===== src/rtl/sdram_rd32_responder.sv =====
// rtl/sdram_rd32_responder.sv - turns 32-bit read requests into 2-beat 16-bit SDRAM bursts
// One-entry pending buffer in front of a burst FSM with a per-beat timeout.
module sdram_rd32_responder #(
    parameter int TIMEOUT = 255
) (
    input  logic        clk,
    input  logic        reset_n,
    input  logic [24:0] sdr_addr,
    input  logic        sdr_req,
    output logic [31:0] sdr_data,
    output logic        sdr_rdy,
    output logic [24:0] mem_addr,
    output logic        mem_rd,
    input  logic        mem_ack,
    input  logic [15:0] mem_dout,
    input  logic        mem_dvalid,
    output logic        err_timeout,
    output logic        err_overflow
);
    typedef enum logic [2:0] {IDLE, ISSUE, WAIT_LO, WAIT_HI, DONE} state_t;

    localparam logic [9:0] TMO = 10'(TIMEOUT);

    state_t      state_q, state_d;
    logic        buf_valid_q, buf_valid_d;
    logic [24:0] buf_addr_q, buf_addr_d;
    logic [9:0]  timer_q, timer_d;
    logic [9:0]  timer_inc;
    logic        mem_rd_q, mem_rd_d;
    logic [24:0] mem_addr_q, mem_addr_d;
    logic        sdr_rdy_q, sdr_rdy_d;
    logic [31:0] sdr_data_q, sdr_data_d;
    logic        err_timeout_q, err_timeout_d;
    logic        err_overflow_q, err_overflow_d;
    logic        consume;

    always_comb begin
        state_d        = state_q;
        buf_valid_d    = buf_valid_q;
        buf_addr_d     = buf_addr_q;
        timer_d        = timer_q;
        mem_rd_d       = mem_rd_q;
        mem_addr_d     = mem_addr_q;
        sdr_rdy_d      = 1'b0;
        sdr_data_d     = sdr_data_q;
        err_timeout_d  = err_timeout_q;
        err_overflow_d = err_overflow_q;
        timer_inc      = timer_q + 10'd1;
        consume        = (state_q == IDLE) && buf_valid_q;

        // A slot freed by IDLE this cycle may be refilled by a same-cycle request.
        if (sdr_req) begin
            if (!buf_valid_q || consume) begin
                buf_valid_d = 1'b1;
                buf_addr_d  = sdr_addr;
            end else begin
                err_overflow_d = 1'b1;
            end
        end else if (consume) begin
            buf_valid_d = 1'b0;
        end

        case (state_q)
            IDLE: begin
                if (buf_valid_q) begin
                    mem_addr_d = {buf_addr_q[24:2], 2'b00};
                    mem_rd_d   = 1'b1;
                    state_d    = ISSUE;
                end
            end
            ISSUE: begin
                if (mem_ack) begin
                    mem_rd_d = 1'b0;
                    timer_d  = 10'd0;
                    state_d  = WAIT_LO;
                end
            end
            WAIT_LO, WAIT_HI: begin
                if (mem_dvalid) begin
                    timer_d = 10'd0;
                    if (state_q == WAIT_LO) begin
                        sdr_data_d[15:0] = mem_dout;
                        state_d          = WAIT_HI;
                    end else begin
                        sdr_data_d[31:16] = mem_dout;
                        sdr_rdy_d         = 1'b1;
                        state_d           = DONE;
                    end
                end else if (timer_inc == TMO) begin
                    sdr_data_d    = '1;
                    err_timeout_d = 1'b1;
                    sdr_rdy_d     = 1'b1;
                    state_d       = DONE;
                end else begin
                    timer_d = timer_inc;
                end
            end
            DONE: state_d = IDLE;
            default: state_d = IDLE;
        endcase
    end

    always_ff @(posedge clk or negedge reset_n) begin
        if (!reset_n) begin
            state_q        <= IDLE;
            buf_valid_q    <= 1'b0;
            buf_addr_q     <= '0;
            timer_q        <= '0;
            mem_rd_q       <= 1'b0;
            mem_addr_q     <= '0;
            sdr_rdy_q      <= 1'b0;
            sdr_data_q     <= '0;
            err_timeout_q  <= 1'b0;
            err_overflow_q <= 1'b0;
        end else begin
            state_q        <= state_d;
            buf_valid_q    <= buf_valid_d;
            buf_addr_q     <= buf_addr_d;
            timer_q        <= timer_d;
            mem_rd_q       <= mem_rd_d;
            mem_addr_q     <= mem_addr_d;
            sdr_rdy_q      <= sdr_rdy_d;
            sdr_data_q     <= sdr_data_d;
            err_timeout_q  <= err_timeout_d;
            err_overflow_q <= err_overflow_d;
        end
    end

    assign sdr_data     = sdr_data_q;
    assign sdr_rdy      = sdr_rdy_q;
    assign mem_addr     = mem_addr_q;
    assign mem_rd       = mem_rd_q;
    assign err_timeout  = err_timeout_q;
    assign err_overflow = err_overflow_q;
endmodule


===== config.mk =====
export PLATFORM = sky130hd
export DESIGN_NAME = sdram_rd32_responder
export DESIGN_NICKNAME = d
export VERILOG_FILES = /design/src/rtl/sdram_rd32_responder.sv
export SDC_FILE = /design/constraint.sdc
export NUM_CORES = 1
export LEC_CHECK = 0
export ABC_CLOCK_PERIOD_IN_PS = 3750
export BUFFER_PORTS_ARGS = -buffer_cell sky130_fd_sc_hd__buf_2
export CORE_ASPECT_RATIO = 0.75
export CORE_UTILIZATION = 57
export DETAILED_ROUTE_END_ITERATION = 8
export PLACE_DENSITY_LB_ADDON = 0.15
export SLEW_MARGIN = 20
export SYNTH_ARGS = -nofsm -noshare
export SYNTH_HDL_FRONTEND = slang
export SYNTH_SLANG_ARGS = --single-unit

===== constraint.sdc =====
create_clock -name clk -period 3.75 [get_ports clk]
set_input_delay 0.1875 -clock clk [delete_from_list [all_inputs] [get_ports clk]]
set_output_delay 0.1875 -clock clk [all_outputs]
set_load 0.02 [all_outputs]

Word-level counts from Yosys, hierarchy flattened
Index checks and enable logic that the tools add are counted.
- reductions and logical operators: 19
- add/sub/neg operators: 1
- mux-type cells: 24
- equal/unequal tests: 11
- bitwise gates (word level): 2
- operators with widths (cell ; count):
    2-to-1 mux 32 bit ; 2
    2-to-1 mux 16 bit ; 2
    2-to-1 mux 10 bit ; 3
    case mux 10 bit (2 select lines) ; 1
    AND reduction 3 bit ; 6
    2-to-1 mux 3 bit ; 5
    adder 10 x 1 -> 10 bit (second input constant) ; 1
    == test 10 x 8 -> 1 bit (second input constant) ; 1
    2-to-1 mux 1 bit ; 9
    case mux 3 bit (3 select lines) ; 1
    AND reduction 2 bit ; 4
    nonzero test 2 bit ; 4
    == test 3 x 2 -> 1 bit (second input constant) ; 2
    inequality test 2 bit (second input constant) ; 3
    inequality test 3 bit (second input constant) ; 2
    inequality test 2 x 1 -> 1 bit (second input constant) ; 2
    == test 3 x 1 -> 1 bit (second input constant) ; 1
    logical NOT 3 bit ; 1
    NOT 1 bit ; 2
    case mux 1 bit (2 select lines) ; 1
    OR reduction 2 bit ; 1
    logical AND 1 bit ; 1
    logical NOT 1 bit ; 1
    logical OR 1 bit ; 1
- word-level logic and storage cells: 68
- output and inout port bits: 61
- bits in registers: 98
- bits of input ports: 46

Depth between registers and ports, before layout
Gate-level depths: netlist of run 1.
- depth in word-level cells: 5
- gate-level depth with buffers: 7
- gate-level depth less buffers: 6

Worst setup path after synthesis of run 1
OpenSTA, ideal clock, no wires.
- kind: register to register
- start: register timer_q[0]
- end: register sdr_data_q[0] (netlist: sdr_data[0])
- cell stages (with the launch flop): 7
- arrival time: 1501 ps
- path buffers: 1
- clock period less this slack: 1574 ps
- setup slack: 2176 ps
- setup time: 73 ps
- required time: 3677 ps
- cell sequence: dfrtp_1 -> ha_1 -> xnor2_1 -> nor3_2 -> nand3b_4 -> buf_6 -> a21oi_2
- word-level cells in the longest chain between the ends: 4
- RTL lines (item ; line ; text):
    start, declared ; 27 ; logic [9:0] timer_q, timer_d;
    start signal, assigned ; 119 ; timer_q <= timer_d;
    adder 10 x 1 -> 10 bit ; 48 ; timer_inc = timer_q + 10'd1;
    == test 10 x 8 -> 1 bit ; 89 ; end else if (timer_inc == TMO) begin
    nonzero test 2 bit (no line) ; n/a ;
    AND reduction 3 bit (no line) ; n/a ;
    end signal, assigned ; 123 ; sdr_data_q <= sdr_data_d;
    end, declared ; 32 ; logic [31:0] sdr_data_q, sdr_data_d;
Every way passes these cells.
A chain may end at the register's enable or synchronous reset.

Worst setup path in the final report of run 1
- start: register state_q[0]
- end: register sdr_data_q[24] (netlist: sdr_data[24])
- word-level cells in the longest chain between the ends: 3
- elaborated cells on any way between the ends: 5
- classes of those cells: eq/ne: 3; reduce/logical: 2
- RTL lines (item ; line ; text):
    start, declared ; 24 ; state_t state_q, state_d;
    start signal, assigned ; 116 ; state_q <= state_d;
    == test 3 x 2 -> 1 bit (on tied branches) ; 63, 81 ;
    inequality test 2 bit (no line) / OR reduction 2 bit (equally long branches) ; n/a ;
    AND reduction 3 bit (no line) (*) ; n/a ;
Every way passes the cells marked *; elsewhere a longest branch is shown, timed or not.

==> reports/results.ini, run 1 <==
[critical_path]
timing.critical_path.from = state_q[0]
r2r_start = state_q[0]
r2r_slack_ps = 1450
arrival_ps = 2520
r2r-end = sdr_data[24]
end_kind = register
worst_setup_path_start_kind = register
reg2reg_depth = 4
cp_max_fo = 18
endpoint = sdr_data[24]
path_class = register to register
required_ps = 3970

[placement]
place_congestion = 0.7508
dp_cells = 527
hpwl_um = 5911
io_buffers = 102

[timing]
tightest_slew_ps = 909.3
finalCritPeriodShare_pct = 61.35
fin_skew_ps = 7.259
relSlewSlack_pct = 39.38
setup_viol_count_final = 0
fmax_mhz = 434.6
period_needed_ps = 2301
hold_viol = 0
rsz0062_at_grt = no
drv_slew = 0
setup_tns_ps = 0
whs_ps = 42.41

[yosys]
ys_top_cells_by_area = dfrtp_1 (57%), mux2_1 (12%), a21oi_2 (6.2%)
synth_edf_count = 0
async_flop_share_pct = 100.0
syn_area_per_cell_um2 = 12.17
syn_area_mm2 = 0.004222
ys_types = 46
syn_inst = 347
synth_flop_cell = dfrtp_1
yosysTopAreaCell = dfrtp_1
seq_area_frac_synth_pct = 56.91
synth.ff_latch_count = 96
yosysTopAreaCellShare_pct = 56.91
synth_warnings = 0

[clock_tree]
ctsHtreeMaxLevel = 3
clock_path_buffers = 2
clk-insertion-delay-late_ps = 350
cts_tree = built
clkTransAtPathRegs_ps = 90
clock-root-buffer = clkbuf_8
cts_buffers = 9
cts_sinks = 96
postCtsSetupRepairBufs = 0

[floorplan]
num_rows = 26
initial_core_util_pct = 60.36
ios = 107
fp.dieW_um = 101.4
die_h_um = 76.53
die_area_mm2 = 0.007758
core-area_mm2 = 0.006994

[job]
maxCapViolCount = 0

[grt]
met2_usage_pct = 39.46
grt_pass1_wl_um = 14880
grt_overflow = 0
grt_start_max_net_pins = 76
grt_busiest_layer = met2
antenna_found_initial = 0
grt.met1_usage_pct = 32.49
use_met3_pct = 8.532
grtUsageTotal_pct = 24.66
grt_pass1_vias = 3034

[pwr]
power_density_mw_per_mm2 = 873.4
ir_drop_mv = 0.4308
power_leakage_nw = 2.304

[min_path]
hold_class = primary input to register

[routing]
drcViolationCount = 0
wl_um = 8750
drt-initial-drc-count = 128
vias = 3028
detail-route-antenna-nets = 0
drtPass1Iterations = 4
wl_per_cell_um = 16.08
viasPerCell = 5.566

[layout]
final_util_pct = 70.36
stdcell_count = 544
area_growth_pct = 16.57
fill_cells = 512
drive_gt1_share_pct = 34.98
antennaDiodeCount = 0
finalNetCount = 489

[run_status]
status = finished, final reports clean

## cell usage in the layout, fill, tap and decap left out, drive strengths merged, types with 2 or more instances in the layout
cell	synthesis	layout
a21boi	2	2
a21oi	37	37
and3	3	3
buf	18	105
clkbuf	6	13
conb	1	2
dfrtp	96	96
ha	2	2
inv	5	5
mux2	46	46
nand2	14	14
nand3	3	3
nand4	2	2
nor2	37	37
nor2b	3	3
nor3	2	2
o21ai	10	10
o21bai	2	2
o22ai	33	33
o31ai	4	4
xnor2	4	4
## timing repair
| action | CTS | global route |
|---|---|---|
| hold endpoints to repair | 21 | 0 |
| hold buffers | 1 | 0 |
| resized for setup | 0 | 0 |
## how the worst min path moves through the flow
stage          depth (start not counted)          from  slack (ps)             end
3_3_place_gp                           1       reset_n         380    mem_addr[20]
6_report                               2   sdr_addr[5]          40   buf_addr_q[5]
4_1_cts                                2  sdr_addr[19]          30  buf_addr_q[19]
5_1_grt                                2  sdr_addr[17]          30  buf_addr_q[17]
2_1_floorplan                          0       reset_n        -110  buf_addr_q[10]
3_5_place_dp                           1       reset_n         380    mem_addr[19]
## state kept, by name (all words and copies together), names as in the netlist
| name | count |
|---|---|
| buf_addr_q | 23 |
| buf_valid_q | 1 |
| err_overflow | 1 |
| err_timeout | 1 |
| mem_addr | 23 |
| mem_rd | 1 |
| sdr_data | 32 |
| sdr_rdy | 1 |
| state_q | 3 |
| timer_q | 10 |
## critical path, stage by stage, from the launching register on
cell and delay, ps:
dfrtp_1 510, and2_1 670, nand2_1 600, o22ai_1 330, a21oi_2 60
## Yosys cell counts (all sizes together) (3+ instances only)
cell     n
nand2   14
o22ai   33
clkbuf   6
and3     3
inv      5
nor2    37
nand3    3
nor2b    3
xnor2    4
buf     18
dfrtp   96
a21oi   37
mux2    46
o31ai    4
o21ai   10
## layout make-up
class | instances | area, um^2 | share of cell area, %
repair buffers | 106 | 545.5 | 11.09
multi-input cells | 223 | 1650 | 33.54
well taps | 98 | 122.6 | 2.492
flip-flops and latches | 96 | 2402 | 48.82
inverters | 5 | 18.77 | 0.3814
clock inverters | 3 | 42.54 | 0.8645
clock buffers | 13 | 138.9 | 2.822
## report_power, final
part           internal [mW]  total [mW]  leakage (nW)  switching, mW
combinational          0.760        1.89          1.03           1.13
clock                  0.309       0.641        0.0876          0.332
sequential              1.48        1.76          1.19          0.285
total                   2.55        4.30          2.30           1.75
## metrics by stage
| stage | cell area (um^2) | power, mW | worst slack, ps |
|---|---|---|---|
| 6_report | 4921 | 4.298 | 1449 |
| 5_1_grt | 4921 | 4.589 | 1209 |
| 4_1_cts | 4920 | 4.331 | 1454 |
| 3_5_place_dp | 4728 | 3.686 | 1465 |
| 3_3_place_gp | 4728 | 3.584 | 1472 |
| 2_1_floorplan | 4225 | 3.142 | 2176 |
## kinds of logic after synthesis
logic type	synth area share [%]
flops	56.91
compound gates	16.21
simple gates	8.299
mux	12.51
buf+inv	4.179
xor+xnor	1.215
fa+ha+maj	0.5927
other cells	0.08883
## routing by layer
layer	wire length (um)	part of all wire (%)	vias up
li1	-	-	1427
met5	0	0	-
met3	628	7.2	7
met2	4150	47	88
met4	51	0.58	0
met1	3921	45	1506
(Power assumes the default switching activity.)
==> run 2: changes to the inputs <==
--- a/config.mk
+++ b/config.mk
@@ -5,10 +5,10 @@
 export SDC_FILE = /design/constraint.sdc
 export NUM_CORES = 1
 export LEC_CHECK = 0
-export ABC_CLOCK_PERIOD_IN_PS = 3750
+export ABC_CLOCK_PERIOD_IN_PS = 2400
 export BUFFER_PORTS_ARGS = -buffer_cell sky130_fd_sc_hd__buf_2
 export CORE_ASPECT_RATIO = 0.75
-export CORE_UTILIZATION = 57
+export CORE_UTILIZATION = 53
 export DETAILED_ROUTE_END_ITERATION = 8
 export PLACE_DENSITY_LB_ADDON = 0.15
 export SLEW_MARGIN = 20
==> constraint.sdc (replaced) <==
create_clock -name clk -period 2.4 [get_ports clk]
set_input_delay 0.12 -clock clk [delete_from_list [all_inputs] [get_ports clk]]
set_output_delay 0.12 -clock clk [all_outputs]
set_load 0.02 [all_outputs]
==> run 2 against run 1 <==
Compared with the run above: core utilization fell by 0.65 points; final area rose by 6.7%; register-to-register slack got worse by 1000 ps; combinational power rose by 59%; worst hold slack got worse by 2.6 ps; non-clock buffer count rose by 29; global-route usage fell by 0.83 points; sequential power rose by 56%; critical endpoint is now sdr_data[31]; largest cell class unchanged.
==> reports/results.ini, run 2 (same netlist as run 1, synthesis figures left out) <==
[critical_path]
slowest_stage = dfrtp_1
cp_max_fo = 22  ; +4
required_ps = 2690  ; -1280 ps
worst_setup_path_start_kind = register
arrival_ps = 2270  ; -250 ps
slowest_delay_ps = 430  ; -240 ps
end_kind = register
path_class = register to register
cp_cell_sequence = ha_1 -> xnor2_1 -> nor3_2 -> nand3b_4 -> buf_12 -> a21oi_1

[grt]
antenna_found_initial = 0  ; unchanged
grt_overflow = 0  ; unchanged
grt_pass1_wl_um = 15260  ; +2.5%
grt_pass1_vias = 3133  ; +3.3%
grtUsageTotal_pct = 23.82  ; -0.83 points
grt_start_max_net_pins = 38  ; -50%

[pwr]
power_density_mw_per_mm2 = 1314  ; +50%
ir_drop_mv = 0.6819  ; +58%
total_power_mw = 6.902  ; +61%
power_leakage_nw = 2.456  ; +6.6%

[timing]
setup_viol_count_final = 0  ; unchanged
finalCritPeriodShare_pct = 82.67  ; +21 points
rsz0062_at_grt = no
setup_tns_ps = 0  ; unchanged
tightest_slew_ps = 642.1  ; -267.3 ps
hold_viol = 0  ; unchanged
fmax_mhz = 504.0  ; +16%
relSlewSlack_pct = 57.09  ; +18 points
fin_skew_ps = 8.909  ; +1.650 ps
period_needed_ps = 1984  ; -316.8 ps
setup_ws_ps = 416.0  ; -1033 ps
drv_slew = 0  ; unchanged

[routing]
detail-route-antenna-nets = 0  ; unchanged
drcViolationCount = 0  ; unchanged
wl_um = 9230  ; +5.5%
drtPass1Iterations = 4  ; unchanged
viasPerCell = 5.407  ; -2.9%
wl_per_cell_um = 16.05  ; -0.20%
wl_met2_um = 4508  ; +8.6%
top_layer = met4
wl_met1_um = 4000  ; +2.0%
drt-initial-drc-count = 151  ; +18%
vias = 3109  ; +2.7%
met3_length_um = 609  ; -3.0%

[placement]
place_congestion = 0.7654  ; +1.9%
dp_cells = 535  ; +1.5%
hpwl_um = 6075  ; +2.8%
pre_cts_ws_ps = 418.8  ; -1047 ps
io_buffers = 102  ; unchanged

[floorplan]
ios = 107  ; unchanged
die_h_um = 79.29  ; +3.6%
num_rows = 27  ; +3.8%
initial_core_util_pct = 56.04  ; -4.3 points
core-area_mm2 = 0.007533  ; +7.7%
die_area_mm2 = 0.008330  ; +7.4%
fp.dieW_um = 105.1  ; +3.6%

[clock_tree]
clkTransAtPathRegs_ps = 90  ; about the same
clock_path_buffers = 2  ; unchanged
postCtsSetupRepairBufs = 0  ; unchanged
clock-root-buffer = clkbuf_8
cts_sinks = 96  ; unchanged
ctsHtreeMaxLevel = 3  ; unchanged
cts_buffers = 9  ; unchanged
clk-insertion-delay-late_ps = 360  ; about the same
cts_tree = built

[layout]
final_cell_mix = buf_2 (101), dfrtp_1 (96), mux2_1 (46)
largest_reg_flops = 32  ; unchanged
stdcell_count = 575  ; +5.7%
antennaDiodeCount = 0  ; unchanged
fill_cells = 583  ; +14%
mostFrequentLayoutCell = buf_2
finalNetCount = 518  ; +5.9%
drive_gt1_share_pct = 34.39  ; -0.59 points
area_growth_pct = 24.39

[job]
maxCapViolCount = 0  ; unchanged

[min_path]
hold_class = primary input to register

[run_status]
status = finished, final reports clean

[run 2: worst max-delay path, delay by kind of cell, from the launching register on]
family | cells | cell delay (ps)
compound gates | 1 | 130
xor+xnor | 1 | 170
flops | 1 | 430
simple gates | 2 | 620
fa+ha+maj | 1 | 280
buf+inv | 1 | 270
[run 2: through the flow]
step	util, %	cell area [um^2]	hold WS (ps)
finish	69.71	5251	39.79
global route	69.71	5251	26.88
CTS	69.57	5241	1.701
detailed placement	63.48	4782	110.7
global placement	63.48	4782	99.13
floorplan	-	4225	-175.6
[run 2: area by class of cell]
cell class	count	area (um^2)	area share, %
sequential	96	2402	45.75
multi-input combinational	223	1649	31.40
timing repair buffer	135	835.8	15.92
clock buffer	10	137.6	2.621
tap	101	126.4	2.406
clock inverter	5	81.33	1.549
inverter	5	18.77	0.3574
[run 2: report_power, final]
group	switching (mW)	internal, mW
Sequential	0.439	2.31
Clock	0.545	0.609
Combinational	1.77	1.23
Total	2.76	4.15
[run 2: final timing paths]
| check | endpoint | slack [ps] | cells past startpoint | from |
|---|---|---|---|---|
| worst max-delay path | sdr_data[31] | 420 | 6 | timer_q[0] |
| worst min-delay path | sdr_data[26] | 40 | 3 | mem_dout[10] |
| worst max register to register | sdr_data[31] | 420 | 6 | timer_q[0] |
| worst min register to register | err_timeout | 490 | 1 | err_timeout |
| max in group asynchronous | sdr_data[8] | 1420 | 3 | reset_n |
| min in group asynchronous | mem_addr[15] | 240 | 2 | reset_n |
[run 2: what timing repair did]
item | CTS | global route
hold buffers | 24 | 1
resized for setup | 0 | 0
endpoints found under the hold margin | 57 | 1
endpoints found under the setup margin | 0 | 0
[run 2: per-layer routing]
metal / vias up / track usage, %
met1: 1535 / 29.96
met2: 78 / 39.14
met4: 0 / 6.479
li1: 1483 / -
met3: 13 / 8.703
met5: - / 0
==> run 3: changes to the inputs <==
--- a/config.mk
+++ b/config.mk
@@ -5,10 +5,10 @@
 export SDC_FILE = /design/constraint.sdc
 export NUM_CORES = 1
 export LEC_CHECK = 0
-export ABC_CLOCK_PERIOD_IN_PS = 2400
+export ABC_CLOCK_PERIOD_IN_PS = 1700
 export BUFFER_PORTS_ARGS = -buffer_cell sky130_fd_sc_hd__buf_2
 export CORE_ASPECT_RATIO = 0.75
-export CORE_UTILIZATION = 53
+export CORE_UTILIZATION = 48
 export DETAILED_ROUTE_END_ITERATION = 8
 export PLACE_DENSITY_LB_ADDON = 0.15
 export SLEW_MARGIN = 20
==> constraint.sdc (replaced) <==
create_clock -name clk -period 1.7 [get_ports clk]
set_input_delay 0.085 -clock clk [delete_from_list [all_inputs] [get_ports clk]]
set_output_delay 0.085 -clock clk [all_outputs]
set_load 0.02 [all_outputs]
==> run 3 against run 2 <==
Compared with the run above: largest power group unchanged; via count grew 2.8%; cell count grew 5.2%; sequential share of layout area shrank 3.7 points; wire length grew 4.1%; critical path depth is the same; core utilization shrank 2.4 points; fmax grew 16%; final area grew 8.9%; power grew 54%; the flow now finishes with violations (setup timing).
==> reports/results.ini, run 3 (same netlist as run 1, synthesis figures left out) <==
[run_status]
status = finished with violations
violations = setup timing

[layout]
antennaDiodeCount = 0  ; unchanged
final_cell_mix = buf_2 (101), dfrtp_1 (93), mux2_1 (46)
final_area_mm2 = 0.005717  ; +8.9%
fill_cells = 653  ; +12%
area_growth_pct = 35.42
final_util_pct = 67.33  ; -2.4 points
mostFrequentLayoutCell = buf_2
stdcell_count = 605  ; +5.2%
drive_gt1_share_pct = 40.04  ; +5.7 points
largest_reg_flops = 32  ; unchanged
finalNetCount = 540  ; +4.2%

[critical_path]
end_kind = register
cp_max_fo = 5  ; -77%
required_ps = 1910  ; -780 ps
reg2reg_depth = 6  ; unchanged
worst_setup_path_start_kind = register
arrival_ps = 1920  ; -350 ps
path_class = register to register

[floorplan]
core-area_mm2 = 0.008491  ; +13%
fp.dieW_um = 110.3  ; +5.0%
die_area_mm2 = 0.009178  ; +10%
initial_core_util_pct = 49.72  ; -6.3 points
num_rows = 29  ; +7.4%
ios = 107  ; unchanged
die_h_um = 83.22  ; +5.0%

[routing]
wl_per_cell_um = 15.88  ; -1.1%
met3_length_um = 525  ; -14%
wl_um = 9609  ; +4.1%
drtPass1Iterations = 4  ; unchanged
wl_met2_um = 4634  ; +2.8%
wl_met1_um = 4312  ; +7.8%
vias = 3196  ; +2.8%
drt-initial-drc-count = 105  ; -30%
viasPerCell = 5.283  ; -2.3%
top_layer = met4
drcViolationCount = 0  ; unchanged
detail-route-antenna-nets = 0  ; unchanged

[timing]
fmax_mhz = 582.9  ; +16%
finalCritPeriodShare_pct = 100.9  ; +18 points
fin_skew_ps = 6.197  ; -2.712 ps
setup_ws_ps = -15.42  ; -431.4 ps
setup_viol_count_final = 11  ; +11
period_needed_ps = 1715  ; -268.6 ps
drv_slew = 0  ; unchanged
hold_viol = 0  ; unchanged
rsz0062_at_grt = yes

[pwr]
power_leakage_nw = 2.654  ; +8.0%
ir_drop_mv = 0.9492  ; +39%
power_density_mw_per_mm2 = 1863  ; +42%
total_power_mw = 10.65  ; +54%

[placement]
place_congestion = 0.7563  ; -1.2%
pre_cts_ws_ps = -67.32  ; -486.2 ps
dp_cells = 554  ; +3.6%
hpwl_um = 6209  ; +2.2%
place_area_mm2 = 0.004893  ; +2.3%
io_buffers = 102  ; unchanged

[clock_tree]
cts_sinks = 96  ; unchanged
clk-insertion-delay-late_ps = 330  ; -30 ps
cts_buffers = 9  ; unchanged
clock-root-buffer = clkbuf_16
cts_tree = built
clkTransAtPathRegs_ps = 60  ; -30 ps
clock_path_buffers = 2  ; unchanged
ctsHtreeMaxLevel = 3  ; unchanged

[grt]
grtUsageTotal_pct = 21.84  ; -2.0 points
grt_pass1_vias = 3194  ; +1.9%
grt_pass1_wl_um = 15440  ; +1.2%
grt_start_max_net_pins = 38  ; unchanged
grt_overflow = 0  ; unchanged
antenna_found_initial = 0  ; unchanged

[min_path]
worst_hold_path.num_cells = 3  ; unchanged
hold_class = primary input to register

[job]
maxCapViolCount = 0  ; unchanged

==> run 3: area by class of cell <==
cell class	instances	area (um^2)	area share, %
tap	108	135.1	2.364
multi-input combinational	223	1779	31.12
sequential	96	2406	42.09
clock inverter	3	65.06	1.138
inverter	5	18.77	0.3283
timing repair buffer	157	1062	18.58
clock buffer	13	250.2	4.377
==> run 3: final timing paths <==
path,startpoint,end,slack [ps]
min reg2reg,err_overflow,err_overflow,480
max,timer_q[1],state_q[1],-20
min in group asynchronous,reset_n,mem_addr[18],250
min,mem_dout[4],sdr_data[20],40
max in group asynchronous,reset_n,buf_addr_q[6],790
max reg2reg,timer_q[1],state_q[1],-20
==> run 3: what timing repair did <==
item | CTS | global route
endpoints found under the setup margin | 32 | 40
setup buffers | 5 | 3
hold buffers | 25 | 0
pin swaps | 3 | 7
resized for setup | 6 | 21
hold endpoints to repair | 57 | 0
cloned | 1 | 1
==> run 3: worst max-delay path: stages (launching register included) <==
cell	delay [ps]
dfrtp_2	440
ha_4	190
xnor2_4	130
nor3_4	320
nand3b_4	220
buf_6	190
o2bb2ai_2	110
==> run 3: power by group <==
| part | leakage (nW) | switching, mW | internal, mW | total, mW |
|---|---|---|---|---|
| sequential | 1.18 | 0.626 | 3.28 | 3.90 |
| combinational | 1.32 | 2.63 | 1.99 | 4.62 |
| clock | 0.154 | 0.798 | 1.33 | 2.13 |
| total | 2.65 | 4.06 | 6.59 | 10.6 |
==> run 3: layer usage <==
layer  vias up  track usage (%)
met4         0            6.100
li1       1534                -
met5         -                0
met2        69            35.06
met1      1581            28.44
met3        12            6.672
==> run 3: per-stage QoR <==
stage | hold WS [ps] | setup TNS, ps
after detailed placement | 72.07 | -1535
after global routing | 40.13 | -2047
after floorplan | -210.6 | 0
final | 35.81 | -96.95
after global placement | 66.75 | 0
after CTS | 22.47 | -3.087
